### config.mk
export PLATFORM = sky130hd
export DESIGN_NAME = dds_timer_multi
export DESIGN_NICKNAME = d
export VERILOG_FILES = /design/src/rtl/dds_timer_pkg.sv /design/src/rtl/dds_timer_ch.sv /design/src/rtl/dds_timer_multi.sv
export SDC_FILE = /design/constraint.sdc
export NUM_CORES = 1
export LEC_CHECK = 0
export ABC_AREA = 1
export CAP_MARGIN = 10
export CORE_ASPECT_RATIO = 1.2
export CORE_MARGIN = 2
export CORE_UTILIZATION = 32
export CTS_BUF_LIST = sky130_fd_sc_hd__clkbuf_16
export DETAILED_ROUTE_END_ITERATION = 8
export SLEW_MARGIN = 0
export SYNTH_ARGS = -nofsm -noshare
export SYNTH_HDL_FRONTEND = slang
export SYNTH_SLANG_ARGS = --single-unit
### constraint.sdc
create_clock -name clk_sys -period 1.75 [get_ports clk_sys]
set_clock_uncertainty 0.05 [all_clocks]
set_input_delay 0.175 -clock clk_sys [delete_from_list [all_inputs] [get_ports clk_sys]]
set_output_delay 0.175 -clock clk_sys [all_outputs]
set_load 0.005 [all_outputs]
### src/rtl/dds_timer_pkg.sv
// Shared definitions for the multi-channel DDS dwell timer: channel state
// encoding and the per-channel control bundle.
package dds_timer_pkg;

    localparam logic [1:0] ST_IDLE = 2'b00;
    localparam logic [1:0] ST_RUN  = 2'b01;
    localparam logic [1:0] ST_DONE = 2'b10;

    typedef enum logic [1:0] {
        S_IDLE = ST_IDLE,
        S_RUN  = ST_RUN,
        S_DONE = ST_DONE
    } ch_state_e;

    typedef struct packed {
        logic en;
        logic clr;
        logic wrap;
    } ch_ctl_t;

endpackage

### src/rtl/dds_timer_ch.sv
// One dwell-timer channel: gated up-counter with unsigned terminal compare,
// periodic (wrap) or one-shot (stop) terminal behaviour.
module dds_timer_ch
    import dds_timer_pkg::*;
#(
    parameter int WIDTH = 8
) (
    input  logic             clk_sys,
    input  logic             rst_n,
    input  ch_ctl_t          ctl,
    input  logic [WIDTH-1:0] term_val,
    output logic [WIDTH-1:0] count,
    output logic             tc_pulse,
    output logic             done,
    output logic             done_next
);

    ch_state_e        state, state_nxt;
    logic [WIDTH-1:0] count_nxt;
    logic             tc_nxt;
    logic             done_nxt;
    logic             at_term;

    // >= rather than == so a term_val lowered below count still terminates,
    // which also keeps count from ever reaching the 2^WIDTH wrap.
    assign at_term   = (count >= term_val);
    assign done_next = done_nxt;

    always_ff @(posedge clk_sys or negedge rst_n) begin
        if (!rst_n) begin
            state    <= S_IDLE;
            count    <= '0;
            tc_pulse <= 1'b0;
            done     <= 1'b0;
        end else begin
            state    <= state_nxt;
            count    <= count_nxt;
            tc_pulse <= tc_nxt;
            done     <= done_nxt;
        end
    end

    always_comb begin
        state_nxt = state;
        count_nxt = count;
        tc_nxt    = 1'b0;
        done_nxt  = done;
        if (ctl.clr || !ctl.en) begin
            state_nxt = S_IDLE;
            count_nxt = '0;
            done_nxt  = 1'b0;
        end else begin
            case (state)
                // IDLE always holds count=0, so it takes the RUN action directly.
                S_IDLE, S_RUN: begin
                    if (at_term) begin
                        tc_nxt = 1'b1;
                        if (ctl.wrap) begin
                            count_nxt = '0;
                            state_nxt = S_RUN;
                        end else begin
                            done_nxt  = 1'b1;
                            state_nxt = S_DONE;
                        end
                    end else begin
                        count_nxt = count + WIDTH'(1);
                        state_nxt = S_RUN;
                    end
                end
                S_DONE: begin
                    state_nxt = S_DONE;
                end
                default: begin
                    state_nxt = S_IDLE;
                    count_nxt = '0;
                    done_nxt  = 1'b0;
                end
            endcase
        end
    end

endmodule

### src/rtl/dds_timer_multi.sv
// Multi-channel DDS dwell timer: CH independent gated timers plus a
// registered any_done summary aligned with the per-channel done flags.
module dds_timer_multi
    import dds_timer_pkg::*;
#(
    parameter int WIDTH = 8,
    parameter int CH    = 4
) (
    input  logic                clk_sys,
    input  logic                rst_n,
    input  logic [CH-1:0]       state_start,
    input  logic [CH-1:0]       state_over,
    input  logic [CH-1:0]       clr,
    input  logic [CH-1:0]       mode_wrap,
    input  logic [CH*WIDTH-1:0] term_val,
    output logic [CH*WIDTH-1:0] count,
    output logic [CH-1:0]       tc_pulse,
    output logic [CH-1:0]       done,
    output logic                any_done
);

    logic [CH-1:0] done_nxt;

    for (genvar g = 0; g < CH; g++) begin : g_ch
        ch_ctl_t ctl;

        assign ctl.en   = state_start[g] & state_over[g];
        assign ctl.clr  = clr[g];
        assign ctl.wrap = mode_wrap[g];

        dds_timer_ch #(
            .WIDTH (WIDTH)
        ) u_ch (
            .clk_sys   (clk_sys),
            .rst_n     (rst_n),
            .ctl       (ctl),
            .term_val  (term_val[g*WIDTH +: WIDTH]),
            .count     (count[g*WIDTH +: WIDTH]),
            .tc_pulse  (tc_pulse[g]),
            .done      (done[g]),
            .done_next (done_nxt[g])
        );
    end

    // Registering the OR of next-state done keeps any_done cycle-aligned with done.
    always_ff @(posedge clk_sys or negedge rst_n) begin
        if (!rst_n) any_done <= 1'b0;
        else        any_done <= |done_nxt;
    end

endmodule

==> flow_summary_export.csv, run 1 <==
group,metric,value,unit
setup_path,cpMostUsedCell,"buf_4",
setup_path,cp_slowest_cell,"clkdlybuf4s50_1",
min_path,hold_class,"primary input to asynchronous set/reset pin",
clocking,cts_root_buf,"clkbuf_16",
floorplanning,start_util,0.326,
setup_path,r2r_start,"g_ch[3].u_ch.count[6]",
pwr,power_frac_comb,0.122,
timing,finalCriticalPeriod,1.65,ns
setup_path,criticalPathCategory,"flop to output port",
placement,place_ws,-0.287,ns
synth,synth_cells,444,
timing,setup_viol,0,
route,dr.pass1.iters,4,
placement,port_buffers,90,
clocking,cts_tree,"yes",
setup_path,worstPathArrival,1.43,ns
placement,hpwl,6.32,mm
floorplanning,pin_count,91,
pwr,ir_worst_vdd,0.473,mV
setup_path,required,1.52,ns
clocking,htree_levels,2,
route,ant_nets,0,
clocking,clockBufferDepth,2,
clocking,cts.clk_slew.worst_paths,0.07,ns
floorplanning,core,10500,sq um
synth,syn_nets,530,
synth,ys_ff_latch,49,
pwr,p_sw_frac,0.222,
synth,yosys_warnings,0,
floorplanning,rows,41,
global_routing,antenna_found_initial,0,
pwr,clockPowerShare,0.429,
clocking,worstSkewPairLatency,0.28,ns
floorplanning,chipWidth,98.2,um
global_routing,grt_max_degree,31,
pwr,power_leakage,2.70,nW
timing,tns,0,ns
placement,gp_congestion,0.790,
global_routing,gr-total-overflow,0,
pwr,p_switching,566,uW
setup_path,cp_max_fo,4,
cells_and_area,drive_gt1_frac,0.167,
status,status,"completed",
timing,finalCritPeriodShare,0.945,
global_routing,grt_pass1_vias,3114,
setup_path,r2r_end,"g_ch[3].u_ch.count[6]",
cells_and_area,fin_nets,660,
pwr,power.density,505,nW/um^2
timing,final-max-slew-violation-count,0,
pwr,power_frac_seq,0.449,
synth,synth.avg_cell_area,7.68,sq um
route,vias,3194,
route,vias_per_cell,4.54,
global_routing,grt_usage,0.138,
setup_path,critPathLaunchType,"flop",
cells_and_area,n_antenna_cell,0,
setup_path,r2r_cells,9,
timing,slew_headroom,0.647,
setup_path,reg2reg_slack,0.13,ns
global_routing,grt_pass1_wl,13.4,mm
timing,finalHoldViolCount,0,
timing,fmax,605,MHz
floorplanning,die_y,117,um
pwr,p_int,1.99,mW
route,wl,7.98,mm
timing,tightestPinTransition,0.530,ns
clocking,cts.sinks,49,
timing,setup_slack,0.0968,ns
synth,netlist_area,3410,sq um
timing,holdWs,0.344,ns
setup_path,end_kind,"output port",
route,wl_per_cell,11.3,um
route,drtIter0Drc,69,
synth,synth_cell_types,27,
clocking,numCtsBuffers,5,
synth,ys_seq_area_frac,0.360,
pwr,total_power,2.55,mW
setup_path,max_stage_delay,0.50,ns
floorplanning,fp.dieArea,11500,sq um
cells_and_area,final_core_utilization,0.483,
route,drc_errors,0,
flow_run,maxCapViolCount,0,
cells_and_area,synthToLayoutAreaGrowth,48.3,%
setup_path,cp_cell_sequence,"buf_4 -> buf_4 -> clkdlybuf4s50_1",
-- routing by layer --
metal	wire length [um]	GRT usage	vias up
li1	-	-	1638
met1	3530	0.167	1497
met2	4090	0.261	55
met3	304	0.0249	4
met4	55	0.0256	0
met5	0	0	-
-- final cells by class --
class	instances	area [sq um]
multi-input cells	313	2000
fillers	1022	5410
well taps	129	161
repair buffers	131	1220
clock buffers	5	125
inverters	74	278
flip-flops and latches	49	1230
clock inverters	3	46.3
-- placed cells by master, fill, tap and decap left out, drive strengths merged, types with 5 or more instances in the layout --
master           n
nand3           35
nor2            38
nand3b           7
inv             73
clkbuf           5
dfrtp           49
clkdlybuf4s50   89
nand2          148
nand4            7
a21oi           15
ha              36
xor2            13
buf             41
-- worst max-delay path by stage --
| stage | start | endpoint | slack, ns | cells after the start |
|---|---|---|---|---|
| 3_3_place_gp | term_val[31] | any_done | -0.27 | 10 |
| 3_5_place_dp | term_val[31] | any_done | -0.29 | 10 |
| 2_1_floorplan | g_ch[3].u_ch.count[7] | any_done | 0.15 | 8 |
| 6_report | g_ch[1].u_ch.count[1] | count[9] | 0.1 | 3 |
| 4_1_cts | g_ch[3].u_ch.count[7] | any_done | 0.01 | 8 |
| 5_1_grt | g_ch[1].u_ch.count[1] | g_ch[1].u_ch.count[4] | -0.004 | 10 |
-- worst max-delay path: cells and delay by family, from the launching register on --
kind | cells | cell delay [ns]
flip-flops | 1 | 0.41
buffers and inverters | 3 | 0.74
-- cells in the mapped netlist --
cell type  count  area share
nand2_1      140        0.15
inv_1         73       0.080
dfrtp_1       49        0.36
ha_1          36        0.13
nand3_1       30       0.044
nor2_1        29       0.032
a21oi_1       15       0.022
xor2_1        13       0.033
buf_4          8       0.018
nand3b_1       7       0.015
nand4_1        6       0.011
nor2_4         6       0.020
nand2_2        5      0.0092
nand2_4        3      0.0099
nand3_2        3      0.0088
nor2_2         3      0.0055
o211ai_1       3      0.0066
o21a_1         3      0.0066
nand3_4        2       0.010
nor3_1         2      0.0029
xnor2_1        2      0.0051
a21o_1         1      0.0022
clkinv_1       1      0.0011
nand4_2        1      0.0037
nor3_2         1      0.0029
o21bai_1       1      0.0022
or2_2          1      0.0018
-- sequential cells by signal, indices dropped and copies added, names as in the netlist --
| signal | count |
|---|---|
| g_ch.u_ch.count | 32 |
| g_ch.u_ch.tc_pulse | 4 |
| g_ch.u_ch.done | 4 |
| g_ch.u_ch.state | 8 |
| any_done | 1 |
-- through the flow --
step,instances,cell area [sq um]
2_1_floorplan,444,3410
3_3_place_gp,691,4690
3_5_place_dp,691,4690
4_1_cts,700,4870
5_1_grt,704,5060
6_report,704,5060
-- what timing repair did --
item	CTS	global route
setup buffers	0	4
endpoints found under the setup margin	0	26
hold buffers	1	0
endpoints found under the hold margin	19	0
resized for setup	0	27
-- kinds of logic (layout without fill, tap and decap cells) --
group / count (synthesis) / in the layout / synth area share
DFF: 49 / 49 / 0.360
AOI/OAI and AO/OA: 23 / 23 / 0.0396
adders and majority gates: 36 / 36 / 0.132
buffers and inverters: 82 / 213 / 0.0990
xor gates and xnor gates: 15 / 15 / 0.0385
and+or+nand+nor: 239 / 239 / 0.331
-- power by group through the flow --
stage	Sequential, mW	Combinational [mW]	Clock [mW]
floorplan	1.17	0.106	0
global placement	1.17	0.287	0
detailed placement	1.17	0.296	0
CTS	1.14	0.299	1.14
global route	1.15	0.351	1.18
finish	1.15	0.311	1.10
Note: power is estimated with default switching activity, not from simulation.
==> inputs of run 2 (changes only) <==
--- a/config.mk
+++ b/config.mk
@@ -9,9 +9,10 @@
 export CAP_MARGIN = 10
 export CORE_ASPECT_RATIO = 1.2
 export CORE_MARGIN = 2
-export CORE_UTILIZATION = 32
+export CORE_UTILIZATION = 49
 export CTS_BUF_LIST = sky130_fd_sc_hd__clkbuf_16
 export DETAILED_ROUTE_END_ITERATION = 8
+export PLACE_DENSITY = 0.81
 export SLEW_MARGIN = 0
 export SYNTH_ARGS = -nofsm -noshare
 export SYNTH_HDL_FRONTEND = slang
==> run 2 against run 1 <==
Global-route usage up 7.3 points. Sequential share of layout area up 0.68 points. Maximum frequency down 0.16%. Sequential power about the same. Hold slack better by 0.12 ns. Combinational power down 4%. Critical path depth up 6. Largest power group unchanged. Highest routed layer unchanged.
==> flow_summary_export.csv, run 2 (same netlist as run 1, synthesis figures left out) <==
group,metric,value,unit
status,status,"completed",
timing,setup_viol,0,
global_routing,grtUsageMet3,0.0265,
clocking,cts.clk_slew.worst_paths,0.07,ns
floorplanning,pin_count,91,
setup_path,max_stage_delay,0.41,ns
floorplanning,fp.dieArea,7650,sq um
timing,fmax,604,MHz
cells_and_area,final_common_cell,"nand2_1",
cells_and_area,most-common-layout-cells,"135 x nand2_1, 88 x clkdlybuf4s50_1, 72 x inv_1",
setup_path,cp_slowest_cell,"dfrtp_1",
cells_and_area,final_cell_area,4920,sq um
cells_and_area,largest-register,"g_ch.u_ch.count",
route,drtIter0Drc,152,
clocking,clockBufferDepth,2,
timing,finalCriticalPeriod,1.66,ns
global_routing,use_met2,0.406,
pwr,power.density,521,nW/um^2
floorplanning,core,6770,sq um
setup_path,critPathLaunchType,"flop",
route,vias,3225,
clocking,worstSkewPairLatency,0.29,ns
global_routing,grt.met1_usage,0.246,
timing,tightestPinTransition,0.625,ns
placement,port_buffers,90,
clocking,cts_root_buf,"clkbuf_16",
timing,final-max-slew-violation-count,0,
placement,placed_cells,646,
placement,place_ws,-0.250,ns
pwr,power_leakage,2.70,nW
cells_and_area,n_antenna_cell,0,
min_path,hold_class,"primary input to asynchronous set/reset pin",
route,wl_per_cell,12.0,um
global_routing,antenna_found_initial,0,
floorplanning,die_y,95.4,um
clocking,numCtsBuffers,5,
flow_run,maxCapViolCount,0,
global_routing,grt_usage,0.212,
clocking,cts_tree,"yes",
timing,slew_headroom,0.583,
placement,hpwl,6.12,mm
route,ant_nets,0,
cells_and_area,final_core_utilization,0.726,
cells_and_area,largest_reg_flops,32,
setup_path,cp_cell_sequence,"ha_4 -> nand2_2 -> nor2_4 -> nand4_2 -> nand3_4 -> nand3_4 -> nand2_4 -> nand2_1 -> nand2_1",
global_routing,gr-total-overflow,0,
cells_and_area,synthToLayoutAreaGrowth,44.2,%
global_routing,grt_max_degree,50,
cells_and_area,finalNonFillerCells,660,
route,vias_per_cell,4.89,
setup_path,end_kind,"flop",
timing,tns,0,ns
setup_path,criticalPathCategory,"flop to flop",
cells_and_area,drive_gt1_frac,0.147,
floorplanning,rows,33,
cells_and_area,top_regs,"g_ch.u_ch.count x32, g_ch.u_ch.state x8",
route,drc_errors,0,
route,wl,7.89,mm
timing,finalHoldViolCount,0,
global_routing,grt_pass1_wl,13.2,mm
placement,dpl_cell_area,4600,sq um
floorplanning,chipWidth,80.2,um
cells_and_area,fin_nets,658,
global_routing,grt_pass1_vias,3234,
setup_path,cp_max_fo,9,
global_routing,grt-busiest-layer,"met2",
pwr,ir_worst_vdd,0.522,mV
clocking,htree_levels,2,
floorplanning,start_util,0.504,
placement,gp_congestion,0.825,
setup_path,required,1.93,ns
timing,finalCritPeriodShare,0.946,
clocking,cts.sinks,49,
setup_path,worstPathArrival,1.83,ns
route,dr.pass1.iters,4,
timing,setup_slack,0.0942,ns
run 2: final timing paths:
kind | startpoint | end | slack (ns) | depth (start not counted)
worst max-delay path | g_ch[3].u_ch.count[7] | g_ch[3].u_ch.count[6] | 0.09 | 9
worst min-delay path | rst_n | g_ch[2].u_ch.count[7] | 0.46 | 3
worst max register to register | g_ch[3].u_ch.count[7] | g_ch[3].u_ch.count[6] | 0.09 | 9
worst min register to register | g_ch[3].u_ch.count[0] | g_ch[3].u_ch.count[0] | 0.50 | 3
max in group asynchronous | rst_n | g_ch[1].u_ch.tc_pulse | 0.75 | 3
min in group clk_sys | mode_wrap[1] | g_ch[1].u_ch.state[0] | 0.47 | 3
run 2: timing repair:
item                                   in CTS  in global routing
gates resized for setup                     0                 20
setup endpoints to repair                   0                 27
setup buffers                               0                  5
endpoints found under the hold margin      49                  0
hold buffers                                1                  0
run 2: layout make-up:
type | instances | area, sq um
Multi-Input combinational cell | 313 | 1930
Fill cell | 514 | 1850
Sequential cell | 49 | 1230
Timing Repair Buffer | 129 | 1200
Inverter | 74 | 278
Clock buffer | 5 | 125
Tap cell | 87 | 109
Clock inverter | 3 | 50.0
run 2: where the power goes:
group	switching, mW	internal, mW	total [mW]	leakage [nW]
sequential	0.00392	1.14	1.14	0.681
combinational	0.137	0.161	0.298	1.93
clock	0.434	0.687	1.12	0.0859
total	0.575	1.99	2.56	2.70
run 2: per-layer routing:
| metal | routed length (um) | up-vias |
|---|---|---|
| met4 | 60 | 0 |
| li1 | - | 1642 |
| met5 | 0 | - |
| met2 | 4300 | 77 |
| met1 | 3220 | 1500 |
| met3 | 311 | 6 |
run 2: worst max-delay path, delay by kind of cell (launching register included):
| family | cells | cell delay, ns |
|---|---|---|
| simple gates | 8 | 0.83 |
| fa+ha+maj | 1 | 0.29 |
| flops | 1 | 0.41 |
run 2: through the flow:
stage | total power, mW | hold WS, ns
after CTS | 2.58 | 0.445
after global placement | 1.45 | 0.265
after global routing | 2.68 | 0.487
after detailed placement | 1.46 | 0.262
after floorplan | 1.28 | -0.171
final | 2.56 | 0.464
